--- config.mk ---
export PLATFORM = sky130hd
export DESIGN_NAME = wb_queue
export DESIGN_NICKNAME = d
export VERILOG_FILES = /design/src/rtl/wb_pkg.sv /design/src/rtl/wbq_match.sv /design/src/rtl/wb_queue.sv
export SDC_FILE = /design/constraint.sdc
export NUM_CORES = 1
export LEC_CHECK = 0
export CAP_MARGIN = 20
export CORE_MARGIN = 2
export CORE_UTILIZATION = 52
export CTS_CLUSTER_SIZE = 20
export DETAILED_ROUTE_END_ITERATION = 8
export DONT_BUFFER_PORTS = 1
export GPL_TIMING_DRIVEN = 0
export PLACE_DENSITY_LB_ADDON = 0.3
export SYNTH_ARGS = -nofsm -noshare
export SYNTH_HDL_FRONTEND = slang
export SYNTH_SLANG_ARGS = --single-unit
--- constraint.sdc ---
create_clock -name clock -period 3.85 [get_ports clock]
set_input_delay 0.385 -clock clock [delete_from_list [all_inputs] [get_ports clock]]
set_output_delay 0.385 -clock clock [all_outputs]
set_load 0.01 [all_outputs]
--- src/rtl/wb_pkg.sv ---
// Shared constants and entry type for the write-back queue.
package wb_pkg;

  localparam int unsigned DEPTH_DEF = 4;
  localparam int unsigned REG_W     = 5;
  localparam int unsigned DATA_W    = 32;

  typedef struct packed {
    logic [REG_W-1:0]  rd;
    logic [DATA_W-1:0] data;
  } entry_t;

endpackage

--- src/rtl/wbq_match.sv ---
// One bypass lookup port: youngest queued entry whose rd equals addr.
// Only compiled when WBQ_BYPASS_EN is defined, since nothing else uses it.
`ifdef WBQ_BYPASS_EN
module wbq_match
  import wb_pkg::*;
#(
  parameter int unsigned DEPTH = DEPTH_DEF
) (
  input  entry_t [DEPTH-1:0]         entries,
  input  logic [$clog2(DEPTH)-1:0]   rd_ptr,
  input  logic [$clog2(DEPTH):0]     count,
  input  logic [REG_W-1:0]           addr,
  output logic                       hit,
  output logic [DATA_W-1:0]          data
);

  localparam int unsigned PW = $clog2(DEPTH);
  localparam int unsigned CW = PW + 1;

  // Walk from oldest to youngest so a later (younger) match overrides.
  always_comb begin
    logic [PW-1:0] idx;
    hit  = 1'b0;
    data = '0;
    idx  = '0;
    for (int unsigned k = 0; k < DEPTH; k++) begin
      idx = rd_ptr + PW'(k);
      if ((CW'(k) < count) && (entries[idx].rd == addr) && (addr != '0)) begin
        hit  = 1'b1;
        data = entries[idx].data;
      end
    end
  end

endmodule
`endif

--- src/rtl/wb_queue.sv ---
// Dual-slot write-back FIFO feeding two register-file write ports, with
// optional read-port bypass lookup compiled in by WBQ_BYPASS_EN.
module wb_queue
  import wb_pkg::*;
#(
  parameter int unsigned DEPTH = DEPTH_DEF
) (
  input  logic              clock,
  input  logic              ctrl_reset,
  input  logic              in_valid_a,
  input  logic              in_valid_b,
  input  logic [REG_W-1:0]  in_rd_a,
  input  logic [REG_W-1:0]  in_rd_b,
  input  logic [DATA_W-1:0] in_data_a,
  input  logic [DATA_W-1:0] in_data_b,
  output logic              in_ready,
  input  logic              drain_en,
  output logic              ctrl_writeEnable_a,
  output logic              ctrl_writeEnable_b,
  output logic [REG_W-1:0]  ctrl_writeReg_a,
  output logic [REG_W-1:0]  ctrl_writeReg_b,
  output logic [DATA_W-1:0] data_writeReg_a,
  output logic [DATA_W-1:0] data_writeReg_b,
  input  logic [REG_W-1:0]  byp_addr_0,
  input  logic [REG_W-1:0]  byp_addr_1,
  input  logic [REG_W-1:0]  byp_addr_2,
  input  logic [REG_W-1:0]  byp_addr_3,
  output logic              byp_hit_0,
  output logic              byp_hit_1,
  output logic              byp_hit_2,
  output logic              byp_hit_3,
  output logic [DATA_W-1:0] byp_data_0,
  output logic [DATA_W-1:0] byp_data_1,
  output logic [DATA_W-1:0] byp_data_2,
  output logic [DATA_W-1:0] byp_data_3
);

  localparam int unsigned PW = $clog2(DEPTH);
  localparam int unsigned CW = PW + 1;

  entry_t        mem_q [DEPTH];
  entry_t        mem_d [DEPTH];
  logic [PW-1:0] rd_ptr_q, rd_ptr_d;
  logic [PW-1:0] wr_ptr_q, wr_ptr_d;
  logic [CW-1:0] count_q, count_d;

  entry_t     head0, head1;
  logic       has0, has1, dup;
  logic       acc_a, acc_b;
  logic [1:0] pop_n;

  assign in_ready = (count_q <= CW'(DEPTH - 2));

  // Head view, write-port drive and pop amount; a same-rd pair collapses to port b.
  always_comb begin
    head0 = mem_q[rd_ptr_q];
    head1 = mem_q[rd_ptr_q + 1'b1];
    has0  = (count_q != '0);
    has1  = (count_q >= CW'(2));
    dup   = has1 && (head0.rd == head1.rd);

    ctrl_writeEnable_a = drain_en && has0 && !dup;
    ctrl_writeEnable_b = drain_en && has1;
    ctrl_writeReg_a    = has0 ? head0.rd   : '0;
    data_writeReg_a    = has0 ? head0.data : '0;
    ctrl_writeReg_b    = has1 ? head1.rd   : '0;
    data_writeReg_b    = has1 ? head1.data : '0;

    pop_n = 2'd0;
    if (drain_en) begin
      if (has1)      pop_n = 2'd2;
      else if (has0) pop_n = 2'd1;
    end
  end

  // Push path: slot a before slot b, rd=0 slots dropped; pointer/count update.
  always_comb begin
    logic [PW-1:0] wp;
    acc_a = in_ready && in_valid_a && (in_rd_a != '0);
    acc_b = in_ready && in_valid_b && (in_rd_b != '0);
    mem_d = mem_q;
    wp    = wr_ptr_q;
    if (acc_a) begin
      mem_d[wp] = '{rd: in_rd_a, data: in_data_a};
      wp        = wp + 1'b1;
    end
    if (acc_b) begin
      mem_d[wp] = '{rd: in_rd_b, data: in_data_b};
      wp        = wp + 1'b1;
    end
    wr_ptr_d = wp;
    rd_ptr_d = rd_ptr_q + PW'(pop_n);
    count_d  = count_q + CW'(acc_a) + CW'(acc_b) - CW'(pop_n);
  end

  // Occupancy and pointers, synchronous active-low reset.
  always_ff @(posedge clock) begin
    if (!ctrl_reset) begin
      rd_ptr_q <= '0;
      wr_ptr_q <= '0;
      count_q  <= '0;
    end else begin
      rd_ptr_q <= rd_ptr_d;
      wr_ptr_q <= wr_ptr_d;
      count_q  <= count_d;
    end
  end

  // Entry storage is left untouched by reset; validity comes from count.
  always_ff @(posedge clock) begin
    mem_q <= mem_d;
  end

`ifdef WBQ_BYPASS_EN
  entry_t [DEPTH-1:0] entries_flat;
  logic [REG_W-1:0]   byp_addr [4];
  logic               byp_hit  [4];
  logic [DATA_W-1:0]  byp_data [4];

  // Flatten storage for the lookup ports.
  always_comb begin
    for (int unsigned i = 0; i < DEPTH; i++) entries_flat[i] = mem_q[i];
  end

  assign byp_addr[0] = byp_addr_0;
  assign byp_addr[1] = byp_addr_1;
  assign byp_addr[2] = byp_addr_2;
  assign byp_addr[3] = byp_addr_3;

  for (genvar p = 0; p < 4; p++) begin : g_match
    wbq_match #(.DEPTH(DEPTH)) u_match (
      .entries (entries_flat),
      .rd_ptr  (rd_ptr_q),
      .count   (count_q),
      .addr    (byp_addr[p]),
      .hit     (byp_hit[p]),
      .data    (byp_data[p])
    );
  end

  assign byp_hit_0  = byp_hit[0];
  assign byp_hit_1  = byp_hit[1];
  assign byp_hit_2  = byp_hit[2];
  assign byp_hit_3  = byp_hit[3];
  assign byp_data_0 = byp_data[0];
  assign byp_data_1 = byp_data[1];
  assign byp_data_2 = byp_data[2];
  assign byp_data_3 = byp_data[3];
`else
  logic unused_byp;
  assign unused_byp = ^{byp_addr_0, byp_addr_1, byp_addr_2, byp_addr_3};
  assign byp_hit_0  = 1'b0;
  assign byp_hit_1  = 1'b0;
  assign byp_hit_2  = 1'b0;
  assign byp_hit_3  = 1'b0;
  assign byp_data_0 = '0;
  assign byp_data_1 = '0;
  assign byp_data_2 = '0;
  assign byp_data_3 = '0;
`endif

endmodule

==> flow_summary.json <==
{
  "status": "complete, no violations",
  "cts_resized": 0,
  "die_area_mm2": 0.0221,
  "max_slew.worst_pin.slew_ps": 889,
  "instances_no_fill": 1502,
  "yosysUniqueCellTypes": 47,
  "wl_um": 29800,
  "ant_nets": 0,
  "dieWidth_um": 149,
  "numCtsBuffers": 17,
  "wl_per_cell_um": 19.9,
  "worstHoldStart": "ctrl_reset",
  "hold_class": "input port to flop",
  "fill_cells": 1761,
  "seqCellArea_mm2": 0.00310,
  "dp_hpwl_um": 21100,
  "synth_top_flop_cell": "dfxtp_1",
  "avgSynthCellArea_um2": 10.2,
  "worstPathArrival_ps": 3850,
  "dp_cells": 1470,
  "ios": 308,
  "synth_edf_count": 0,
  "yosys_register_bits": 155,
  "slew_viol_final": 0,
  "grt.overflow.total": 0,
  "synth_top_area_share_pct": 28.6,
  "synthTopCellsByCount": "155 x dfxtp_1, 152 x nor2_1, 149 x mux2i_1",
  "rows": 52,
  "holdPathStages": 1,
  "insertedDiodeCount": 0,
  "htreeDepth": 4,
  "final_nets": 1330,
  "max_slew_margin_pct": 40.7,
  "ir_drop_v": 0.000443,
  "r2r_slack_ps": 320,
  "drive_gt1_share_pct": 33.6,
  "worst-r2r-cell-count": 11,
  "leakage_nw": 5.93,
  "yosysTopAreaCell": "dfxtp_1",
  "setup_viol": 0,
  "p_total_mw": 10.8,
  "gp_congestion": 0.907,
  "end_kind": "flop",
  "synthToLayoutAreaGrowth_pct": 13.4,
  "whs_endpoint": "count_q[1]$_SDFF_PN0_",
  "power_density_mw_per_mm2": 879,
  "finalCritPeriodShare_pct": 91.8,
  "first_global_vias": 7954,
  "worstPathRequired_ps": 4170,
  "routed_via_density": 5.43,
  "async_reset_ff_share_pct": 0,
  "startpoint_type": "flop",
  "cts.sinks": 155,
  "rsz0062_at_grt": "no",
  "clockBufferDepth": 2,
  "synth_warnings": 0,
  "ys_seq_area_share_pct": 28.6,
  "final.setup_skew_ps": 9.11,
  "pre_cts_ws_ps": 317,
  "worstReg2RegStart": "count_q[2]$_SDFF_PN0_",
  "io_buffers": 0,
  "utilization_pct": 60.5,
  "grt_pass1_wl_um": 45500,
  "ctsRootBufferMaster": "clkbuf_16",
  "cts_hold_buffers": 0,
  "multiInputGateArea_mm2": 0.00666,
  "syn-cell-area_mm2": 0.0109,
  "post-synth-top-count-cell": "dfxtp_1",
  "clock_latency_ps": 420,
  "antenna_found_initial": 0,
  "initial_core_util_pct": 53.3,
  "hold_viol": 0,
  "postCtsSetupBuffers": 0,
  "drtPass1Iterations": 5,
  "synth_area_leaders": "dfxtp_1 29%, mux4_2 15%, mux2i_1 14%",
  "timing.fmax_mhz": 283,
  "grt_max_degree": 17,
  "drtIter0Drc": 503,
  "synth_cells": 1069,
  "clk_pin_slew_ps": 70,
  "worst-path-max-fanout": 10,
  "cts_tree": "built",
  "coreArea_mm2": 0.0204,
  "max-cap-violations": 0,
  "tns_ps": 0,
  "worst_slack_ps": 316,
  "vias": 8149,
  "gr-usage-all-layers_pct": 26.7,
  "crit_type": "flop to flop",
  "die_h_um": 149,
  "drc_errors": 0,
  "reg2reg_to": "count_q[2]$_SDFF_PN0_",
  "fin_crit_ps": 3530
}
## logic make-up (layout without fill, tap and decap cells)
| family | count (synthesis) | count (layout) | share of synthesized area, % |
|---|---|---|---|
| xor+xnor | 9 | 9 | 0.899 |
| simple gates | 265 | 265 | 12.1 |
| buf+inv | 224 | 256 | 14.6 |
| compound gates | 179 | 179 | 13.1 |
| mux | 224 | 224 | 29.2 |
| other cells | 1 | 132 | 0.0345 |
| flops | 155 | 155 | 28.6 |
| fa+ha+maj | 12 | 12 | 1.52 |
## routing by layer
| metal | wire length, um | GRT usage, % | vias up |
|---|---|---|---|
| li1 | - | - | 3793 |
| met1 | 12100 | 34.4 | 3917 |
| met2 | 14300 | 43.8 | 393 |
| met3 | 2670 | 6.72 | 46 |
| met4 | 767 | 9.24 | 0 |
| met5 | 0 | 0 | - |
## placed cells by master (no fill, tap or decap), drive strengths merged, types with 4 or more instances in the layout
| cell | n |
|---|---|
| buf | 187 |
| dfxtp | 155 |
| a21oi | 153 |
| nor2 | 152 |
| mux2i | 149 |
| conb | 132 |
| nor2b | 81 |
| mux4 | 74 |
| clkbuf | 40 |
| inv | 19 |
| nand2 | 12 |
| ha | 10 |
| and2 | 7 |
| o21ai | 6 |
| xnor2 | 6 |
| nand2b | 5 |
| bufinv | 4 |
## worst max-delay path, stage by stage (launching register included)
cell      delay [ps]
dfxtp_1          350
nor2_1           380
clkbuf_1         460
clkbuf_1         610
and3_1           290
ha_1             260
fa_1             390
inv_1            100
fa_1             190
xor2_1           180
xnor2_1           70
and2_1           150
## registers in the layout, indices dropped and copies added (netlist names)
register and flops:
rd_ptr_q 2, mem_q 148, wr_ptr_q 2, count_q 3
## final cells by class
cell class                      count  area share (%)
Clock buffer                       21            3.74
Tap cell                          270            2.74
Buffer                            206            12.3
Multi-Input combinational cell    821            54.1
Sequential cell                   155            25.2
Clock inverter                     11            1.35
Inverter                           18           0.549
## stage by stage
stage	hold WS [ps]	instance area, um2
5_1_grt	72.2	12300
3_5_place_dp	512	11700
2_1_floorplan	507	11400
3_3_place_gp	508	11700
6_report	78.5	12300
4_1_cts	73.9	12300
## worst max-delay path by stage
stage / cells past startpoint / start / endpoint / slack (ps)
after detailed placement: 11 / count_q[2]$_SDFF_PN0_ / count_q[2]$_SDFF_PN0_ / 320
final: 11 / count_q[2]$_SDFF_PN0_ / count_q[2]$_SDFF_PN0_ / 320
after CTS: 11 / count_q[2]$_SDFF_PN0_ / count_q[2]$_SDFF_PN0_ / 290
after global routing: 11 / count_q[2]$_SDFF_PN0_ / count_q[2]$_SDFF_PN0_ / 110
after global placement: 11 / count_q[2]$_SDFF_PN0_ / count_q[2]$_SDFF_PN0_ / 370
after floorplan: 11 / in_rd_a[1] / count_q[2]$_SDFF_PN0_ / 1150
## power breakdown
| part | internal [mW] | total, mW | switching, mW |
|---|---|---|---|
| Clock | 1.12 | 1.81 | 0.691 |
| Sequential | 2.50 | 3.23 | 0.734 |
| Combinational | 2.80 | 5.78 | 2.98 |
| Total | 6.42 | 10.8 | 4.41 |
No activity file was read; power rests on OpenSTA's default activity.
